--- config.mk ---
export PLATFORM = sky130hd
export DESIGN_NAME = sccb_slave_regs
export DESIGN_NICKNAME = d
export VERILOG_FILES = /design/src/rtl/sccb_slave_regs.sv
export SDC_FILE = /design/constraint.sdc
export NUM_CORES = 2
export LEC_CHECK = 0
export ABC_AREA = 1
export BUFFER_PORTS_ARGS = -buffer_cell sky130_fd_sc_hd__buf_2
export CORE_AREA = 2 2 527 476
export CTS_BUF_LIST = sky130_fd_sc_hd__clkbuf_2 sky130_fd_sc_hd__clkbuf_4 sky130_fd_sc_hd__clkbuf_8
export CTS_CLUSTER_DIAMETER = 30
export DETAILED_ROUTE_END_ITERATION = 6
export DIE_AREA = 0 0 529 478
export PLACE_DENSITY = 0.52
export REMOVE_ABC_BUFFERS = 1
export SLEW_MARGIN = 5
export SYNTH_ARGS = -nofsm -noshare
export SYNTH_HDL_FRONTEND = slang
export SYNTH_SLANG_ARGS = --single-unit
--- constraint.sdc ---
create_clock -name axi_clk -period 3.2 [get_ports axi_clk]
set_clock_uncertainty 0.05 [all_clocks]
set_input_delay 0 -clock axi_clk [delete_from_list [all_inputs] [get_ports axi_clk]]
set_output_delay 0 -clock axi_clk [all_outputs]
set_load 0.05 [all_outputs]
--- src/rtl/sccb_slave_regs.sv ---
// SCCB responder with an internal 8-bit register bank; commits writes as one-cycle strobes.
// Optional macro SCCB_ACK_EN: drive the 9th (ACK) bit low on matching ID/SUB/WDATA phases.
module sccb_slave_regs #(
  parameter logic [6:0] SLAVE_ID    = 7'h21,
  parameter int         REG_AW      = 8,
  parameter int         SYNC_STAGES = 2
) (
  input  logic       axi_clk,
  input  logic       axi_rst_n,
  input  logic       scl,
  input  logic       sda_i,
  output logic       sda_oe,
  output logic       reg_wr,
  output logic [7:0] reg_waddr,
  output logic [7:0] reg_wdata,
  output logic       busy,
  output logic       id_miss
);

  typedef enum logic [2:0] {
    ST_IDLE, ST_ID, ST_SUB, ST_WDATA, ST_RDATA, ST_IGNORE
  } state_t;

  localparam int DEPTH = 1 << REG_AW;

  state_t                 r_state, w_state_nxt;
  logic [SYNC_STAGES-1:0] r_scl_sync, r_sda_sync;
  logic                   r_scl_d, r_sda_d;
  logic [3:0]             r_bit_cnt;
  logic [6:0]             r_shift;
  logic [7:0]             r_ptr;
  logic [7:0]             r_rd_byte;
  logic [7:0]             r_bank [DEPTH];
  logic                   r_sda_oe, r_reg_wr, r_id_miss;
  logic [7:0]             r_reg_waddr, r_reg_wdata;

  logic       w_scl, w_sda, w_scl_rise, w_scl_fall, w_start, w_stop;
  logic       w_bit_rise, w_active, w_last_bit, w_ninth, w_id_match;
  logic       w_wr_set, w_miss_set, w_drive, w_ack;
  logic [7:0] w_byte;
  logic [2:0] w_rd_idx;

  // Sync flops reset to the idle-bus level so releasing reset creates no edges.
  always_ff @(posedge axi_clk or negedge axi_rst_n) begin
    if (!axi_rst_n) begin
      r_scl_sync <= '1;
      r_sda_sync <= '1;
      r_scl_d    <= 1'b1;
      r_sda_d    <= 1'b1;
    end else begin
      r_scl_sync <= {r_scl_sync[SYNC_STAGES-2:0], scl};
      r_sda_sync <= {r_sda_sync[SYNC_STAGES-2:0], sda_i};
      r_scl_d    <= r_scl_sync[SYNC_STAGES-1];
      r_sda_d    <= r_sda_sync[SYNC_STAGES-1];
    end
  end

  assign w_scl      = r_scl_sync[SYNC_STAGES-1];
  assign w_sda      = r_sda_sync[SYNC_STAGES-1];
  assign w_scl_rise = w_scl & ~r_scl_d;
  assign w_scl_fall = ~w_scl & r_scl_d;
  assign w_start    = r_sda_d & ~w_sda & w_scl;
  assign w_stop     = ~r_sda_d & w_sda & w_scl;
  assign w_bit_rise = w_scl_rise & ~w_start & ~w_stop;
  assign w_active   = (r_state == ST_ID) || (r_state == ST_SUB) ||
                      (r_state == ST_WDATA) || (r_state == ST_RDATA);
  assign w_last_bit = w_bit_rise & w_active & (r_bit_cnt == 4'd7);
  assign w_ninth    = w_bit_rise & w_active & (r_bit_cnt == 4'd8);
  assign w_byte     = {r_shift, w_sda};
  assign w_id_match = (w_byte[7:1] == SLAVE_ID);
  assign w_rd_idx   = ~r_bit_cnt[2:0];

`ifdef SCCB_ACK_EN
  assign w_ack = (r_bit_cnt == 4'd8) &&
                 ((r_state == ST_ID) || (r_state == ST_SUB) || (r_state == ST_WDATA));
`else
  assign w_ack = 1'b0;
`endif

  always_ff @(posedge axi_clk or negedge axi_rst_n) begin
    if (!axi_rst_n) r_state <= ST_IDLE;
    else            r_state <= w_state_nxt;
  end

  // Byte decisions happen on the 8th rise; phase changes wait for the 9th rise.
  always_comb begin
    w_state_nxt = r_state;
    w_wr_set    = 1'b0;
    w_miss_set  = 1'b0;
    w_drive     = w_ack;
    if ((r_state == ST_RDATA) && (r_bit_cnt < 4'd8)) w_drive = ~r_rd_byte[w_rd_idx];
    if (w_stop) begin
      w_state_nxt = ST_IDLE;
    end else if (w_start) begin
      w_state_nxt = ST_ID;
    end else begin
      case (r_state)
        ST_ID: begin
          if (w_last_bit && !w_id_match) begin
            w_state_nxt = ST_IGNORE;
            w_miss_set  = 1'b1;
          end else if (w_ninth) begin
            w_state_nxt = r_shift[0] ? ST_RDATA : ST_SUB;
          end
        end
        ST_SUB:   if (w_ninth) w_state_nxt = ST_WDATA;
        ST_WDATA: begin
          w_wr_set = w_last_bit;
          if (w_ninth) w_state_nxt = ST_IGNORE;
        end
        ST_RDATA: if (w_ninth) w_state_nxt = ST_IGNORE;
        default:  w_state_nxt = r_state;
      endcase
    end
  end

  always_ff @(posedge axi_clk or negedge axi_rst_n) begin
    if (!axi_rst_n) begin
      r_bit_cnt   <= '0;
      r_shift     <= '0;
      r_ptr       <= '0;
      r_rd_byte   <= '0;
      r_sda_oe    <= 1'b0;
      r_reg_wr    <= 1'b0;
      r_id_miss   <= 1'b0;
      r_reg_waddr <= '0;
      r_reg_wdata <= '0;
      for (int i = 0; i < DEPTH; i++) r_bank[i] <= '0;
    end else begin
      r_reg_wr  <= w_wr_set;
      r_id_miss <= w_miss_set;
      if (w_start || w_stop) begin
        r_bit_cnt <= '0;
        r_sda_oe  <= 1'b0;
      end else begin
        if (w_bit_rise && w_active) begin
          if (r_bit_cnt == 4'd8) begin
            r_bit_cnt <= '0;
          end else begin
            r_bit_cnt <= r_bit_cnt + 4'd1;
            r_shift   <= w_byte[6:0];
          end
        end
        if ((r_state == ST_SUB) && w_last_bit) r_ptr <= w_byte;
        if (w_wr_set) begin
          r_bank[r_ptr[REG_AW-1:0]] <= w_byte;
          r_reg_waddr               <= r_ptr;
          r_reg_wdata               <= w_byte;
        end
        if ((r_state == ST_ID) && w_ninth) r_rd_byte <= r_bank[r_ptr[REG_AW-1:0]];
        if (w_scl_fall) r_sda_oe <= w_drive;
      end
    end
  end

  assign sda_oe    = r_sda_oe;
  assign reg_wr    = r_reg_wr;
  assign reg_waddr = r_reg_waddr;
  assign reg_wdata = r_reg_wdata;
  assign id_miss   = r_id_miss;
  assign busy      = (r_state != ST_IDLE);

endmodule

# Word level (Yosys, flattened, before mapping)
# Cells that the tools add are included.
[word_totals]
regBits = 2103
in_bits = 4
output_inout_bits = 20
word_cells = 357
[op_classes]
add_sub_neg = 1
order_cmp = 4
eq_ne = 10
mux = 29
n_bitwise = 22
n_reduce_logical = 21
[op_table]
columns = ["cell", "count"]
rows = [
  ["$bwmux W2048", 1],
  ["$bmux W8 S8", 1],
  ["$demux W8 S8", 1],
  ["$mux W8", 3],
  ["$mux W3", 7],
  ["$mux W4", 3],
  ["$and A1 B1 Y1", 11],
  ["$mux W1", 11],
  ["$ge A9 B9 Y1 const B", 1],
  ["$lt A9 B1 Y1 const B", 1],
  ["$not A1 Y1", 9],
  ["$not A8 Y9", 1],
  ["$pmux W3 S3", 1],
  ["$eq A7 B6 Y1 const B", 1],
  ["$eq A3 B2 Y1 const B", 2],
  ["$logic_and A1 B1 Y1", 6],
  ["$reduce_and A2 Y1", 3],
  ["$ne A5 B4 Y1 const B", 1],
  ["$reduce_bool A5 Y1", 1],
  ["$add A4 B1 Y4 const B", 1],
  ["$eq A4 B3 Y1 const B", 1],
  ["$eq A4 B4 Y1 const B", 1],
  ["$logic_or A1 B1 Y1", 4],
  ["$lt A3 B4 Y1 const B", 1],
  ["13 further kinds", 14],
]

# Longest topological paths before layout
[depth]
ltp_word = 13
ltp_mapped = 18

# Worst setup path after synthesis
# OpenSTA, ideal clock, no wires.
[synth_timing]
path_type = "register to register"
startpoint = "register r_sda_sync[1]"
endpoint = "register r_bank[557] (netlist bit)"
arrival_time_ns = 2.086
setup_slack_ns = 0.932
path_stages_with_launch = 15
path_buffers = 3
synth_period_minus_slack_ns = 2.268
cell_sequence = "dfstp_2 > inv_2 > nand3_2 > nand2_2 > nor3_2 > nand2_1 > nor3_4 > nand2_4 > inv_4 > buf_12 > buf_12 > nand4_4 > buf_2 > nand2_1 > o21ai_1"
[synth_between]
elab_chain_cells = 12
word_cells_on_any_way = 17
[synth_rtl]
columns = ["element", "line", "text"]
rows = [
  ["from (decl)", "27", "logic [SYNC_STAGES-1:0] r_scl_sync, r_sda_sync;"],
  ["from (signal assigned)", "52", "r_sda_sync <= {r_sda_sync[SYNC_STAGES-2:0], sda_i};"],
  ["$not A1 Y1", "62", "assign w_start = r_sda_d & ~w_sda & w_scl;"],
  ["$and A1 B1 Y1 (2 in series)", "62", ""],
  ["$not A1 Y1", "64", "assign w_bit_rise = w_scl_rise & ~w_start & ~w_stop;"],
  ["$and A1 B1 Y1 (2 in series)", "64", ""],
  ["$and A1 B1 Y1 (2 in series)", "67", "assign w_last_bit = w_bit_rise & w_active & (r_bit_cnt == 4'd7);"],
  ["$mux W1", "97", "case (r_state)"],
  ["$mux W1", "94", "end else if (w_start) begin"],
  ["$mux W1", "92", "if (w_stop) begin"],
  ["$reduce_and A2 Y1 (no line) *", "n/a", ""],
  ["to (signal, indexed assignment)", "146", "r_bank[r_ptr[REG_AW-1:0]] <= w_byte;"],
  ["to (decl)", "33", "logic [7:0] r_bank [DEPTH];"],
]
# Mark *: on every way between the ends. The rest lies on a longest branch, timed or not.
# A chain may end at the register's enable or synchronous reset.

# Final worst setup path
[layout_timing]
startpoint = "register r_ptr[3]"
endpoint = "register r_rd_byte[0]"
[layout_between]
elab_chain_cells = 4
[layout_rtl]
columns = ["element", "line", "text"]
rows = [
  ["from (decl)", "31", "logic [7:0] r_ptr;"],
  ["from (signal assigned)", "144", "if ((r_state == ST_SUB) && w_last_bit) r_ptr <= w_byte;"],
  ["$not A8 Y9 (implied by the code)", "150", "if ((r_state == ST_ID) && w_ninth) r_rd_byte <= r_bank[r_ptr[REG_AW-1:0]];"],
  ["$bmux W8 S8", "150", ""],
  ["$mux W8 (implied by the code) (2 in series)", "150", ""],
  ["to (signal assigned)", "150", ""],
  ["to (decl)", "32", "logic [7:0] r_rd_byte;"],
]
# No other way between the ends. The select of a mux whose other input is x is not followed.

==> metrics.log <==
[metrics] Worst setup SP type: register
[metrics] standard-cell row count: 174
[metrics] post-route cell area: 115000 um^2
[metrics] final net count: 12100
[metrics] part of the power in registers: 38.7%
[metrics] path type of the worst min-delay path: primary input to register
[metrics] number of storage elements in the synthesis netlist: 2103
[metrics] chip width: 529 um
[metrics] clock sink count: 2103
[metrics] maximum clock frequency: 319 MHz
[metrics] Iteration-0 DRC Markers: 8285
[metrics] Buffers on Ports: 23
[metrics] pin count of the biggest net entering global routing: 152
[metrics] DR WL/cell: 20.0 um
[metrics] first-pass detailed-route iteration total: 6
[metrics] fill cell count: 24400
[metrics] number of instances in the synthesized netlist: 12100
[metrics] final weighted congestion in routability-driven placement: 0.836
[metrics] proportion of synthesized flip-flops having asynchronous set or reset: 100%
[metrics] type of the worst setup path: register to register
[metrics] number of buffers and inverters on the critical path: 2
[metrics] core area: 248000 um^2
[metrics] number of max-cap violations: 0
[metrics] share of the clock period used by the worst path after layout: 98.0%
[metrics] source-to-sink clock delay at the later pin of the worst-skew pair: 1070 ps
[metrics] number of antenna violations at the first check in global routing: 4
[metrics] number of enable-type register cells in the synthesized netlist: 0
[metrics] status: finished, final reports clean
[metrics] Worst-Margin Slew: 1030 ps
[metrics] top-level port count: 24
[metrics] die boundary height: 478 um
[metrics] clock network fraction of total power: 52.5%
[metrics] Die ar.: 253000 um^2
[metrics] Max Slew Vio Count: 0
[metrics] DRC viols: 0
[metrics] Clock Path Buffers: 4
[metrics] internal power consumption: 0.0505 W
[metrics] unrepaired setup endpoints after global routing: true
[metrics] placed inst area: 103000 um^2
[metrics] delay of the slowest cell on the worst path: 520 ps
[metrics] critical path endpoint category: register
[metrics] H-tree levels: 5
[metrics] Critical Path, Cell by Cell: nand2_1 -> inv_8 -> buf_4 -> o21ai_0 -> nand2_1 -> nor2_1 -> nor2_1 -> nor2_1 -> nand2_1 -> nand2_1 -> nand2_1 -> nor2_1 -> nor2_1
[metrics] Yosys Warn Count: 0
[metrics] largest delay contributor family on the critical path: simple AND/OR/NAND/NOR gates
[metrics] Setup TNS Final: 0 ps
[metrics] initial cell density of the core: 39.7%
[metrics] # placed instances: 14900
[metrics] remaining antenna violation count after routing: 0
[metrics] Max VDD drop: 0.536 mV
[metrics] clock transition at the registers of the reported paths: 60 ps
[metrics] total detailed-routing wirelength: 315000 um
[metrics] root buf cell: sky130_fd_sc_hd__clkbuf_8
[metrics] aggregate global-route resource usage: 24.8%
[metrics] relative area change from synthesis to final layout: 16.6%
[metrics] PD cells: 604 nW/um^2
[metrics] number of endpoints failing setup at the final stage: 0
[metrics] DP Wirelength: 189000 um
[metrics] synth unique cells: 39
[metrics] leak pwr: 53.8 nW
[metrics] crit path max-delay cell type: sky130_fd_sc_hd__inv_8
[metrics] switching pwr: 0.0189 W
[metrics] logic gate share of total power: 8.8%
[metrics] critical path arrival: 4030 ps
[metrics] Fin. Hold Viols: 0
[metrics] Final Critical Period: 3140 ps
[metrics] first-pass GRT wire length: 496000 um
[metrics] Post-Syn Area per Cell: 8.13 um^2
[metrics] Max-Slew Margin vs Limit: 31.2%
[metrics] required time worst endpoint: 4090 ps
[metrics] DR vias/cell: 5.28
[metrics] remaining global-route overflow: 0
[metrics] sequential-to-total area share from yosys stat: 53.4%
[metrics] largest fanout on the critical path: 63
[metrics] Final Non-Filler Cells: 15800
[metrics] vias: 83200
[metrics] CTS tree: yes
[metrics] CTS Buf Count: 487
[metrics] fraction of layout cells with a size suffix above 1: 12.8%
[metrics] Netlist Area Pre-Place: 98600 um^2
[metrics] via count of the first global-routing pass: 81100
[metrics] Sw Share: 27.3%
[metrics] most used flip-flop cell after synthesis: sky130_fd_sc_hd__dfrtp_1
power groups by stage:
| stage | sequential (W) | clock (W) | combinational, W |
|---|---|---|---|
| after floorplan | 0.0272 | 0 | 0.00189 |
| after global placement | 0.0273 | 0 | 0.00619 |
| after detailed placement | 0.0273 | 0 | 0.00620 |
| after CTS | 0.0268 | 0.0371 | 0.00621 |
| after global routing | 0.0268 | 0.0386 | 0.00651 |
| final | 0.0268 | 0.0364 | 0.00613 |
cells by family (layout without fill, tap and decap cells):
logic type / count (synthesis) / count (layout) / synth area share (%)
AO/OA/AOI/OAI: 2389 / 2389 / 12.1
AND/OR/NAND/NOR: 6647 / 6647 / 29.8
buffers and inverters: 985 / 1367 / 4.67
adder cells (fa/ha/maj): 2 / 2 / 0.0254
XOR/XNOR: 2 / 2 / 0.0178
other: 0 / 3 / 0
flip-flops: 2103 / 2103 / 53.4
placed cells by master (no fill, tap or decap), types with 3 or more instances in the layout:
cell and count:
sky130_fd_sc_hd__inv_8 14, sky130_fd_sc_hd__buf_16 3, sky130_fd_sc_hd__diode_2 3, sky130_fd_sc_hd__nor2_4 24
sky130_fd_sc_hd__nor2_2 10, sky130_fd_sc_hd__buf_4 270, sky130_fd_sc_hd__clkinv_2 90, sky130_fd_sc_hd__dfstp_2 6
sky130_fd_sc_hd__or2_2 4, sky130_fd_sc_hd__nand2_1 5762, sky130_fd_sc_hd__a21oi_1 141, sky130_fd_sc_hd__inv_2 6
sky130_fd_sc_hd__nand3_2 3, sky130_fd_sc_hd__dfrtp_1 2095, sky130_fd_sc_hd__nand3_1 123, sky130_fd_sc_hd__nand4_4 192
sky130_fd_sc_hd__bufinv_16 69, sky130_fd_sc_hd__nor3_1 3, sky130_fd_sc_hd__nand4_1 188, sky130_fd_sc_hd__nand2_2 15
sky130_fd_sc_hd__buf_12 126, sky130_fd_sc_hd__inv_1 38, sky130_fd_sc_hd__dlygate4sd3_1 6, sky130_fd_sc_hd__inv_12 4
sky130_fd_sc_hd__nand4_2 20, sky130_fd_sc_hd__buf_2 22, sky130_fd_sc_hd__o21ai_1 1558, sky130_fd_sc_hd__clkbuf_8 584
sky130_fd_sc_hd__clkbuf_4 84, sky130_fd_sc_hd__clkinv_4 8, sky130_fd_sc_hd__clkinvlp_4 35, sky130_fd_sc_hd__nor2_1 298
sky130_fd_sc_hd__o21ai_0 687
area by class of cell:
cell class	instances	area, um^2	share of cell area [%]
Clock buffer	668	8670	7.54
Inverter	58	324	0.282
Antenna cell	3	7.51	0.00653
Clock inverter	212	2990	2.60
Sequential cell	2103	52600	45.8
Multi-Input combinational cell	9040	41400	36.0
Tap cell	3256	4070	3.54
Timing Repair Buffer	429	4840	4.21
sequential cells by signal, summed over array words and instances (netlist names), 2 cells and up:
register	cells
r_ptr	8
r_bit_cnt	4
r_state	3
r_shift	7
reg_waddr	8
r_rd_byte	8
r_sda_sync	2
r_bank	2048
reg_wdata	8
r_scl_sync	2
Yosys cell counts (4+ instances only):
| cell type | count | area (um^2) |
|---|---|---|
| sky130_fd_sc_hd__nand3_1 | 125 | 626 |
| sky130_fd_sc_hd__buf_4 | 19 | 143 |
| sky130_fd_sc_hd__inv_1 | 43 | 161 |
| sky130_fd_sc_hd__nand2_2 | 11 | 68.8 |
| sky130_fd_sc_hd__dfstp_2 | 6 | 158 |
| sky130_fd_sc_hd__buf_1 | 53 | 199 |
| sky130_fd_sc_hd__o21ai_0 | 688 | 3440 |
| sky130_fd_sc_hd__buf_6 | 10 | 113 |
| sky130_fd_sc_hd__dfrtp_1 | 2097 | 52500 |
| sky130_fd_sc_hd__nand4_4 | 192 | 4080 |
| sky130_fd_sc_hd__or2_2 | 4 | 25.0 |
| sky130_fd_sc_hd__nor2_2 | 7 | 43.8 |
| sky130_fd_sc_hd__nor2_1 | 311 | 1170 |
| sky130_fd_sc_hd__clkbuf_1 | 512 | 1920 |
| sky130_fd_sc_hd__inv_2 | 9 | 33.8 |
| sky130_fd_sc_hd__buf_2 | 309 | 1550 |
| sky130_fd_sc_hd__a21oi_1 | 141 | 706 |
| sky130_fd_sc_hd__buf_12 | 21 | 420 |
| sky130_fd_sc_hd__o21ai_1 | 1557 | 7790 |
| sky130_fd_sc_hd__nor2_4 | 14 | 158 |
| sky130_fd_sc_hd__nand4_1 | 188 | 1180 |
| sky130_fd_sc_hd__nand4_2 | 20 | 250 |
| sky130_fd_sc_hd__clkinv_1 | 5 | 18.8 |
| sky130_fd_sc_hd__nand2_1 | 5766 | 21600 |
final timing paths:
path,to,from,cells after the start,slack (ps)
min reg2reg,r_sda_sync[1]$_DFF_PN1_,r_sda_sync[0]$_DFF_PN1_,0,340
max,r_rd_byte[0]$_DFFE_PN0P_,r_ptr[3]$_DFFE_PN0P_,13,60
max in group asynchronous,r_bank[5]$_DFFE_PN0P_,axi_rst_n,6,1540
min in group asynchronous,r_bank[911]$_DFFE_PN0P_,axi_rst_n,4,240
min,r_scl_sync[0]$_DFF_PN1_,scl,3,100
max reg2reg,r_rd_byte[0]$_DFFE_PN0P_,r_ptr[3]$_DFFE_PN0P_,13,60
repair_timing:
action,4_1_cts,5_1_grt
pin swaps,0,0
setup buffers,0,1
hold buffers,7,0
setup endpoints to repair,2,6
gates cloned,0,1
gates resized for setup,5,14
hold endpoints to repair,2105,0
layer usage:
metal / up-vias / wire [um] / track usage [%]
met5: - / 0 / 0
met4: 0 / 7220 / 6.45
met3: 490 / 18000 / 3.72
met2: 2482 / 140000 / 38.1
met1: 40700 / 150000 / 36.6
li1: 39600 / - / -
stage by stage:
step | power (W) | utilization (%) | hold WS (ps) | setup slack, ps
after floorplan | 0.0291 | - | -346 | -28260
after global placement | 0.0335 | 41.5 | -93.2 | -266
after detailed placement | 0.0335 | 41.5 | -85.2 | -216
after CTS | 0.0702 | 46.3 | 11.0 | 9.99
after global routing | 0.0719 | 46.3 | 75.8 | -30.0
final | 0.0694 | 46.3 | 102 | 62.7
worst register-to-register path, delay by kind of cell (launching register included):
family                 cells  cell delay [ps]
buffers and inverters      2             1000
and+or+nand+nor           10             1380
DFF                        1              500
AOI/OAI and AO/OA          1              160
Note: power is estimated with default switching activity, not from simulation.
